### src/rtl/uart_rx.sv
// 8N1 UART receiver: two-flop input synchronizer, mid-bit sampling driven by a
// 10-bit bit-timing counter, and a small FSM that emits a one-cycle rx_valid
// for each good frame or a one-cycle frame_error for a bad stop bit.
//
// Handshake: rx_valid is a single-cycle strobe with no ready/back-pressure;
// parallel_out changes only on the edge that raises rx_valid and is held
// until the next good frame. frame_error is an independent single-cycle
// strobe and is never asserted in the same cycle as rx_valid.
module uart_rx #(
  parameter int CLK_HZ         = 100000000,
  parameter int BIT_RATE       = 115200,
  parameter int CYCLES_PER_BIT = CLK_HZ / BIT_RATE,
  parameter int HALF_BIT       = CYCLES_PER_BIT / 2
) (
  input  logic       clk,
  input  logic       reset,
  input  logic       serial_in,
  output logic [7:0] parallel_out,
  output logic       rx_valid,
  output logic       frame_error,
  output logic       busy
);

  typedef enum logic [2:0] {
    IDLE      = 3'd0,
    START     = 3'd1,
    DATA      = 3'd2,
    STOP      = 3'd3,
    WAIT_IDLE = 3'd4
  } state_t;

  localparam logic [9:0] LAST_BIT  = 10'(CYCLES_PER_BIT - 1);
  localparam logic [9:0] LAST_HALF = 10'(HALF_BIT - 1);

  state_t     state, state_n;
  logic [1:0] sync_q;
  logic       rx_sync;
  logic [9:0] cnt, cnt_n;
  logic [2:0] idx, idx_n;
  logic [7:0] shift, shift_n;
  logic       load_n, valid_n, ferr_n;

  assign rx_sync = sync_q[1];
  assign busy    = (state != IDLE);

  // Two-flop synchronizer; resets to the idle (high) line level.
  always_ff @(posedge clk or posedge reset) begin
    if (reset) sync_q <= 2'b11;
    else       sync_q <= {sync_q[0], serial_in};
  end

  // State, counters, shift register and registered output strobes.
  always_ff @(posedge clk or posedge reset) begin
    if (reset) begin
      state        <= IDLE;
      cnt          <= '0;
      idx          <= '0;
      shift        <= '0;
      parallel_out <= 8'h00;
      rx_valid     <= 1'b0;
      frame_error  <= 1'b0;
    end else begin
      state       <= state_n;
      cnt         <= cnt_n;
      idx         <= idx_n;
      shift       <= shift_n;
      rx_valid    <= valid_n;
      frame_error <= ferr_n;
      if (load_n) parallel_out <= shift;
    end
  end

  // Next-state logic: sample at half-bit for the start bit, then at full-bit
  // intervals, which lands every later sample in the middle of its bit.
  always_comb begin
    state_n = state;
    cnt_n   = cnt + 10'd1;
    idx_n   = idx;
    shift_n = shift;
    load_n  = 1'b0;
    valid_n = 1'b0;
    ferr_n  = 1'b0;
    case (state)
      IDLE: begin
        cnt_n = '0;
        if (!rx_sync) state_n = START;
      end
      START: begin
        if (cnt == LAST_HALF) begin
          cnt_n = '0;
          if (!rx_sync) begin
            state_n = DATA;
            idx_n   = '0;
          end else begin
            state_n = IDLE;
          end
        end
      end
      DATA: begin
        if (cnt == LAST_BIT) begin
          cnt_n   = '0;
          shift_n = {rx_sync, shift[7:1]};
          idx_n   = idx + 3'd1;
          if (idx == 3'd7) state_n = STOP;
        end
      end
      STOP: begin
        if (cnt == LAST_BIT) begin
          cnt_n = '0;
          if (rx_sync) begin
            load_n  = 1'b1;
            valid_n = 1'b1;
            state_n = IDLE;
          end else begin
            ferr_n  = 1'b1;
            state_n = WAIT_IDLE;
          end
        end
      end
      WAIT_IDLE: begin
        // Hold off re-arming until the line returns high so a break reports once.
        cnt_n = '0;
        if (rx_sync) state_n = IDLE;
      end
      default: begin
        cnt_n   = '0;
        state_n = IDLE;
      end
    endcase
  end

endmodule
### config.mk
export PLATFORM = sky130hd
export DESIGN_NAME = uart_rx
export DESIGN_NICKNAME = d
export VERILOG_FILES = /design/src/rtl/uart_rx.sv
export SDC_FILE = /design/constraint.sdc
export NUM_CORES = 1
export LEC_CHECK = 0
export ABC_AREA = 0
export BUFFER_PORTS_ARGS = -buffer_cell sky130_fd_sc_hd__buf_4
export CORE_ASPECT_RATIO = 1.2
export CORE_MARGIN = 5
export CORE_UTILIZATION = 54
export CTS_BUF_LIST = sky130_fd_sc_hd__clkbuf_16
export CTS_CLUSTER_DIAMETER = 200
export DETAILED_ROUTE_END_ITERATION = 7
export GPL_ROUTABILITY_DRIVEN = 0
export PLACE_DENSITY_LB_ADDON = 0.2
export SLEW_MARGIN = 20
export SYNTH_ARGS = -nofsm -noshare
export SYNTH_HDL_FRONTEND = slang
export SYNTH_SLANG_ARGS = --single-unit
### constraint.sdc
create_clock -name clk -period 2.2 [get_ports clk]
set_clock_uncertainty 0.05 [all_clocks]
set_input_delay 0.44 -clock clk [delete_from_list [all_inputs] [get_ports clk]]
set_output_delay 0.44 -clock clk [all_outputs]
set_load 0.02 [all_outputs]
==> summary.md, run 1 <==
| Metric | Value |
|---|---|
| Status | `complete, no violations` |
| Yosys Warn Count | `0` |
| Post-synth top cells | `dfrtp_1, nor2_1, mux2_2, inv_1, xnor2_1` |
| Top cell type's share of synthesized area | `52.4%` |
| Crit-path leading delay family | `simple AND/OR/NAND/NOR gates` |
| Fill cells | `198` |
| Final Max Slew Viols | `0` |
| CTS tree | `yes` |
| Gr ovfl total | `0` |
| Critical path startpoint category | `flop` |
| Placeable core area | `0.00284 mm^2` |
| Worst path depth | `6` |
| Routed vias | `1037` |
| Die Ht | `70.1 um` |
| Leak Pwr | `0.952 nW` |
| DR vias/cell | `5.55` |
| Clk slew on worst S/H paths | `0.05 ns` |
| Worst skew pair latency | `0.28 ns` |
| Initial antenna violation count | `0` |
| Arr. time, crit path | `2.14 ns` |
| Inserted Clock Buffers | `5` |
| Max-cap violations | `0` |
| Total power | `1.46 mW` |
| Cts repair resizes | `0` |
| Synth Register Bits | `36` |
| Hold Slack | `0.182 ns` |
| Die Footprint | `0.00421 mm^2` |
| Post-synth EDFFs | `0` |
| Required time of the worst setup path | `2.31 ns` |
| Cells on worst reg2reg path | `6` |
| Period utilization | `92.1%` |
| Part of the Yosys area used for sequential elements | `55.6%` |
| Tightest Pin Transition | `0.590 ns` |
| DP Wirelength | `2020 um` |
| Number of buffers added on ports | `13` |
| Post-synthesis cell area | `0.00162 mm^2` |
| RR Endpoint | `parallel_out[6]` |
| Net Count, Synth | `140` |
| Htree depth | `2` |
| Root Driver | `clkbuf_16` |
| Rows | `21` |
| Hold crit path type | `input port to asynchronous set/reset pin` |
| Area growth from synthesis to layout | `20.2%` |
| Fin crit period | `2.03 ns` |
| Post-synth cell types | `32` |
| Detailed-route wire length per cell | `14.8 um` |
| Most used standard cell by instance count after synthesis | `dfrtp_1` |
| PnR worst setup slack | `0.174 ns` |
| First-pass GRT wire length | `4970 um` |
| Multi-input logic area | `674 um^2` |
| Post-route ant nets | `0` |
| Post-place setup slack | `0.185 ns` |
| Final WL | `2770 um` |
| Ys flop type | `dfrtp_1` |
| CTS hold repair buffers | `0` |
| Initial Util | `57.2%` |
| Largest stage delay, worst path | `0.40 ns` |
| Post-CTS Setup Repair Bufs | `0` |
| Pre-antenna DRT Iters | `4` |
| DRC | `0` |
| Clock Sinks | `36` |
| Final Hold Viols | `0` |
| R2r setup slk | `0.17 ns` |
| Mean post-synth cell area | `12.2 um^2` |
| Post-route core utilization | `68.8%` |
| Critical path endpoint category | `flop` |
| CP max-delay cell | `dfrtp_1` |
| Die width | `60.1 um` |
| GRT Util Overall | `16.1%` |
| Setup violators final | `0` |
| WP buf/inv | `1` |
| Area contributors post-synth | `dfrtp_1, mux2_2, nor2_1` |
| Syn Inst Count | `133` |
| Worst-path fanout max | `9` |
| Fmax | `494 MHz` |
| Nets | `159` |
| Vias in the first global route | `1052` |
| Worst-path cell chain | `ha_1 > nand4bb_4 > nor3_4 > and3_1 > buf_12 > mux2_2` |
| 1st-iter DRT viols | `12` |
| Largest net degree at the start of global routing | `23` |
| Peak supply drop | `0.531 mV` |
| Diodes inserted | `0` |
| Share of post-route cells with drive strength above 1 | `33.3%` |
| Setup tns final | `0 ns` |
| Power Density | `746 mW/mm^2` |
| CTS max path bufs | `2` |
| R2R Path Start | `cnt[0]` |
| Area leader, netlist | `dfrtp_1` |
| Critical path type | `flop to flop` |
| Relative slew slack | `60.6%` |
| IO Pins | `14` |
| Sequential cell area | `903 um^2` |
| Unrepaired setup endpoints after global routing | `false` |
| Post-synthesis async set-or-reset flop share | `100%` |
worst max-delay path by stage:
| stage | slack [ns] | end | from |
|---|---|---|---|
| after floorplan | 0.36 | parallel_out[0] | cnt[2] |
| after global placement | 0.25 | parallel_out[4] | cnt[2] |
| after detailed placement | 0.18 | parallel_out[6] | cnt[0] |
| after CTS | 0.16 | parallel_out[6] | cnt[0] |
| after global routing | 0.06 | parallel_out[0] | cnt[0] |
| final | 0.17 | parallel_out[6] | cnt[0] |
metal layers:
metal  GRT usage [%]  share of wire, %  up-vias  wire [um]
met2            24.0                50       21       1400
met1            19.1                42      500       1180
met4            9.11               2.6        0         73
met5               0                 0        -          0
li1                -                 -      507          -
met3            6.45               4.4        9        121
registers in the layout, summed over array words and instances (netlist names):
register / count
shift: 8
frame_error: 1
idx: 3
rx_valid: 1
cnt: 10
parallel_out: 8
sync_q: 2
state: 3
through the flow:
stage | instances | area (um^2)
after detailed placement | 179 | 1790
after CTS | 187 | 1950
after global routing | 187 | 1950
after floorplan | 133 | 1620
final | 187 | 1950
after global placement | 179 | 1790
logic make-up after synthesis:
logic type	Yosys count	synth area share [%]
buffers and inverters	10	2.85
muxes	17	11.8
and+or+nand+nor	47	17.1
DFF	36	55.6
adders and majority gates	4	3.08
xor gates and xnor gates	8	4.31
AOI/OAI and AO/OA	11	5.24
worst register-to-register path, stage by stage, from the launching register on:
cell and delay [ns]:
dfrtp_1 0.40, ha_1 0.29, nand4bb_4 0.16, nor3_4 0.29, and3_1 0.25, buf_12 0.14, mux2_2 0.33
cell type report:
type / instances / share of cell area, %
sequential: 36 / 46.3
clock inverter: 3 / 1.99
clock buffer: 5 / 6.41
inverter: 6 / 1.15
tap: 34 / 2.18
timing repair buffer: 16 / 7.44
multi-input combinational: 87 / 34.6
cell usage in the layout (no fill, tap or decap):
cell and n:
nor4_1 2, or3b_4 1, nor3_2 1, nand4bb_4 1
nor2_1 18, dfrtp_1 34, a311oi_1 1, nand2_1 4
a22o_1 2, o21ai_0 3, o32a_2 1, a31oi_1 1
mux2_2 17, nor3_4 1, nand3_1 5, xnor2_1 6
nor3_1 2, clkbuf_16 5, dfstp_2 2, ha_1 4
nand4_1 2, o221ai_1 1, xor2_1 2, a311o_1 1
and3_1 2, and3_2 4, clkinv_2 1, buf_4 14
buf_12 2, a22oi_1 1, nand2b_1 3, bufinv_16 1
nand4b_1 1, inv_1 7
power by group:
| group | switching, mW | leakage, nW | internal (mW) |
|---|---|---|---|
| Clock | 0.240 | 0.0850 | 0.527 |
| Combinational | 0.0140 | 0.385 | 0.00642 |
| Sequential | 0.00170 | 0.481 | 0.667 |
Note: power is estimated with default switching activity, not from simulation.
==> run 2: changes to the inputs <==
Settings changed: MAX_ROUTING_LAYER set to met4.
==> summary.md, run 2 (synthesized netlist as in run 1, its figures left out) <==
| Metric | Value |
|---|---|
| Status | `complete, no violations` |
| Clock Sinks | `36` |
| Gr ovfl total | `0` |
| Hold crit path type | `input port to asynchronous set/reset pin` |
| Fill cells | `198` |
| Area growth from synthesis to layout | `20.2%` |
| Arr. time, crit path | `2.14 ns` |
| Unrepaired setup endpoints after global routing | `false` |
| Power Density | `746 mW/mm^2` |
| Largest Register | `cnt` |
| Post-route ant nets | `0` |
| Required time of the worst setup path | `2.31 ns` |
| Total power | `1.46 mW` |
| Share of post-route cells with drive strength above 1 | `33.3%` |
| Cts repair resizes | `0` |
| Pre-antenna DRT Iters | `4` |
| Nets | `159` |
| Max-cap violations | `0` |
| Initial Util | `57.2%` |
| Biggest regs | `cnt (10), parallel_out (8), shift (8)` |
| Multi-input logic area | `674 um^2` |
| Rows | `21` |
| Sequential cell area | `903 um^2` |
| GRT Util Overall | `16.5%` |
| Fin crit period | `2.03 ns` |
| Root Driver | `clkbuf_16` |
| Critical path type | `flop to flop` |
| Clk slew on worst S/H paths | `0.05 ns` |
| Post-CTS Setup Repair Bufs | `0` |
| Critical path endpoint category | `flop` |
| DR vias/cell | `5.56` |
| Most frequent cells in the layout | `dfrtp_1, nor2_1, mux2_2` |
| Max FFs per register | `10` |
| Fmax | `494 MHz` |
| Placeable core area | `0.00284 mm^2` |
| Detailed-route wire length per cell | `14.9 um` |
| IO Pins | `14` |
| Die width | `60.1 um` |
| Hold Slack | `0.182 ns` |
| CTS hold repair buffers | `0` |
| Initial antenna violation count | `0` |
| Commonest non-fill, non-tap cell in the layout | `dfrtp_1` |
| Setup violators final | `0` |
| Period utilization | `92.1%` |
| Worst-path fanout max | `9` |
| Routed vias | `1039` |
| Post-route core utilization | `68.8%` |
| 1st-iter DRT viols | `12` |
| Number of buffers added on ports | `13` |
| CTS tree | `yes` |
| DP Wirelength | `2020 um` |
| CTS max path bufs | `2` |
| DRC | `0` |
| Final Max Slew Viols | `0` |
| Die Footprint | `0.00421 mm^2` |
| Leak Pwr | `0.952 nW` |
| Largest net degree at the start of global routing | `23` |
| Vias in the first global route | `1053` |
| Diodes inserted | `0` |
| Final Hold Viols | `0` |
| Setup tns final | `0 ns` |
| Tightest Pin Transition | `0.590 ns` |
| Inserted Clock Buffers | `5` |
| Peak supply drop | `0.531 mV` |
| Relative slew slack | `60.6%` |
| Worst skew pair latency | `0.28 ns` |
| Critical path startpoint category | `flop` |
| First-pass GRT wire length | `4970 um` |
| Htree depth | `2` |
| Final WL | `2780 um` |
| Die Ht | `70.1 um` |
run 2: cell counts in the layout (fill, tap and decap cells not counted):
Identical to the previous run, type by type.
run 2: where the power goes:
part	internal [mW]	switching, mW
Clock	0.527	0.240
Sequential	0.667	0.00170
Combinational	0.00642	0.0140
run 2: through the flow:
step / worst slack, ns / cell area, um^2 / std cells
2_1_floorplan: 0.364 / 1620 / 133
3_3_place_gp: 0.252 / 1790 / 179
3_5_place_dp: 0.185 / 1790 / 179
4_1_cts: 0.161 / 1950 / 187
5_1_grt: 0.0564 / 1950 / 187
6_report: 0.174 / 1950 / 187
run 2: path summary, 6_finish.rpt:
kind	depth (start not counted)	to	from	slack (ns)
min in group clk	1	sync_q[0]	serial_in	0.22
max	6	parallel_out[6]	cnt[0]	0.17
min reg2reg	0	sync_q[1]	sync_q[0]	0.30
min	2	cnt[2]	reset	0.18
max in group asynchronous	3	idx[0]	reset	1.40
max reg2reg	6	parallel_out[6]	cnt[0]	0.17
run 2: final cells by class:
class,count,share of cell area (%)
clock inverters,3,1.99
well taps,34,2.18
flip-flops and latches,36,46.3
inverters,6,1.15
repair buffers,16,7.44
multi-input cells,87,34.6
clock buffers,5,6.41
run 2: critical path: stages (launching register included):
cell and delay, ns:
dfrtp_1 0.40, ha_1 0.29, nand4bb_4 0.16, nor3_4 0.29
and3_1 0.25, buf_12 0.14, mux2_2 0.33
run 2: metal layers:
| metal | global-route usage [%] | vias to the layer above | part of all wire (%) |
|---|---|---|---|
| li1 | - | 507 | - |
| met1 | 19.1 | 499 | 42 |
| met3 | 6.45 | 9 | 4.4 |
| met2 | 24.0 | 24 | 50 |
| met4 | 9.11 | 0 | 2.7 |
| met5 | - | - | 0 |
==> run 3: changes to the inputs <==
Settings changed: CORE_UTILIZATION 54 to 52.
Clock period 2.2 ns to 1.68 ns, I/O delays scaled along.
==> summary.md, run 3 (synthesized netlist as in run 1, its figures left out) <==
| Metric | Value |
|---|---|
| Status | `finished with violations` |
| Failing checks | `negative setup slack` |
| Hold crit path type | `input port to asynchronous set/reset pin` |
| 1st-iter DRT viols | `55` |
| Unrepaired setup endpoints after global routing | `true` |
| Pre-antenna DRT Iters | `5` |
| Clock Sinks | `36` |
| Max-cap violations | `0` |
| R2r setup slk | `-0.13 ns` |
| Initial antenna violation count | `0` |
| Fin cells | `206` |
| Setup violators final | `14` |
| Critical path type | `flop to flop` |
| Share of post-route cells with drive strength above 1 | `49.4%` |
| GRT Util Overall | `17.6%` |
| Fin crit period | `1.81 ns` |
| Post-route ant nets | `0` |
| Internal power | `1.41 mW` |
| DP Wirelength | `2180 um` |
| Max FFs per register | `10` |
| Final Max Slew Viols | `0` |
| Rows | `22` |
| Placeable core area | `0.00303 mm^2` |
| Nets | `177` |
| DRC | `0` |
| Initial Util | `53.6%` |
| Fmax | `553 MHz` |
| Critical path endpoint category | `flop` |
| Peak supply drop | `0.802 mV` |
| Number of buffers added on ports | `13` |
| Relative slew slack | `70.6%` |
| NetSw | `0.330 mW` |
| Leak Pwr | `1.06 nW` |
| First-pass GRT wire length | `5570 um` |
| Die width | `61.0 um` |
| CTS tree | `yes` |
| CTS hold repair buffers | `0` |
| Worst-path fanout max | `9` |
| Detailed-route wire length per cell | `17.8 um` |
| CP max-delay cell | `or3b_4` |
| Commonest non-fill, non-tap cell in the layout | `dfrtp_1` |
| Required time of the worst setup path | `1.78 ns` |
| Setup tns final | `-1.14 ns` |
| Tightest Pin Transition | `0.441 ns` |
| Period utilization | `108%` |
| Clk pwr share | `48.3%` |
| Htree depth | `2` |
| Critical path startpoint category | `flop` |
| Power Density | `789 mW/mm^2` |
| Total power | `1.74 mW` |
| Biggest regs | `cnt (10), parallel_out (8), shift (8)` |
| Sequential cell area | `905 um^2` |
| Routed vias | `1187` |
| Post-place setup slack | `-0.123 ns` |
| Worst-path cell chain | `or3b_4 > nor3_4 > and3_4 > buf_12 > mux2_4` |
| Most frequent cells in the layout | `dfrtp_1, buf_4, nor2_1` |
| Largest Register | `cnt` |
| IO Pins | `14` |
| Die Ht | `71.2 um` |
| Arr. time, crit path | `1.91 ns` |
| Inserted Clock Buffers | `5` |
| Comb power frac | `1.4%` |
| Total instance count after detailed placement | `193` |
| Vias in the first global route | `1184` |
| Largest net degree at the start of global routing | `37` |
| Die Footprint | `0.00435 mm^2` |
| Sw Ratio | `19.0%` |
| Final WL | `3680 um` |
| Largest stage delay, worst path | `0.44 ns` |
| Flop pwr share | `50.4%` |
| Clk slew on worst S/H paths | `0.05 ns` |
| Fill cells | `215` |
| Diodes inserted | `0` |
| Area growth from synthesis to layout | `35.8%` |
| Final Hold Viols | `0` |
| CTS max path bufs | `2` |
| DR vias/cell | `5.76` |
| Worst skew pair latency | `0.27 ns` |
| Root Driver | `clkbuf_16` |
| Multi-input logic area | `830 um^2` |
| PnR worst setup slack | `-0.127 ns` |
| Gr ovfl total | `0` |
run 3: cell count changes in the layout (fill, tap and decap cells not counted), moves of 3 or more:
cell and delta:
buf_4 +17, mux2_2 -8, mux2_4 +8, nor2_1 -6, nor2_2 +3, nor2_4 +3
run 3: critical path, delay by kind of cell, from the launching register on:
| family | cells | cell delay, ns |
|---|---|---|
| buf+inv | 1 | 0.13 |
| flops | 1 | 0.38 |
| mux | 1 | 0.30 |
| simple gates | 3 | 0.83 |
run 3: final cells by class:
| type | count | area share [%] |
|---|---|---|
| Clock inverter | 2 | 0.397 |
| Timing Repair Buffer | 33 | 12.0 |
| Multi-Input combinational cell | 88 | 37.6 |
| Clock buffer | 5 | 5.67 |
| Sequential cell | 36 | 41.0 |
| Inverter | 6 | 1.30 |
| Tap cell | 36 | 2.04 |
run 3: stage by stage:
stage | cell area [um^2] | utilization [%] | hold WS [ns]
after floorplan | 1630 | - | 0.290
after global placement | 1870 | 61.8 | 0.296
after detailed placement | 1870 | 61.8 | 0.297
after CTS | 2050 | 67.6 | 0.117
after global routing | 2210 | 72.9 | 0.115
final | 2210 | 72.9 | 0.117
run 3: power groups by stage:
stage               Sequential (mW)  Combinational [mW]  Clock, mW
floorplan                     0.889              0.0145          0
global placement              0.890              0.0239          0
detailed placement            0.890              0.0244          0
CTS                           0.875              0.0247      0.853
global route                  0.875              0.0278      0.891
finish                        0.876              0.0237      0.840
run 3: repair_timing:
item	CTS	global route
endpoints found under the setup margin	12	32
setup buffers	1	4
cloned	0	1
pin swaps	0	7
gates resized for setup	9	24
run 3: path summary, 6_finish.rpt:
check	from	endpoint	cells after the start
hold / removal	reset	state[0]	3
hold reg to reg	sync_q[0]	sync_q[1]	0
setup reg to reg	cnt[2]	parallel_out[2]	5
setup / recovery	cnt[2]	parallel_out[2]	5
max in group asynchronous	reset	sync_q[0]	3
min in group clk	serial_in	sync_q[0]	1
run 3: per-layer routing:
metal / wire, um / GRT usage [%]
met2: 2070 / 30.8
met4: 41 / 5.06
met3: 154 / 4.32
met1: 1410 / 19.5
met5: 0 / -
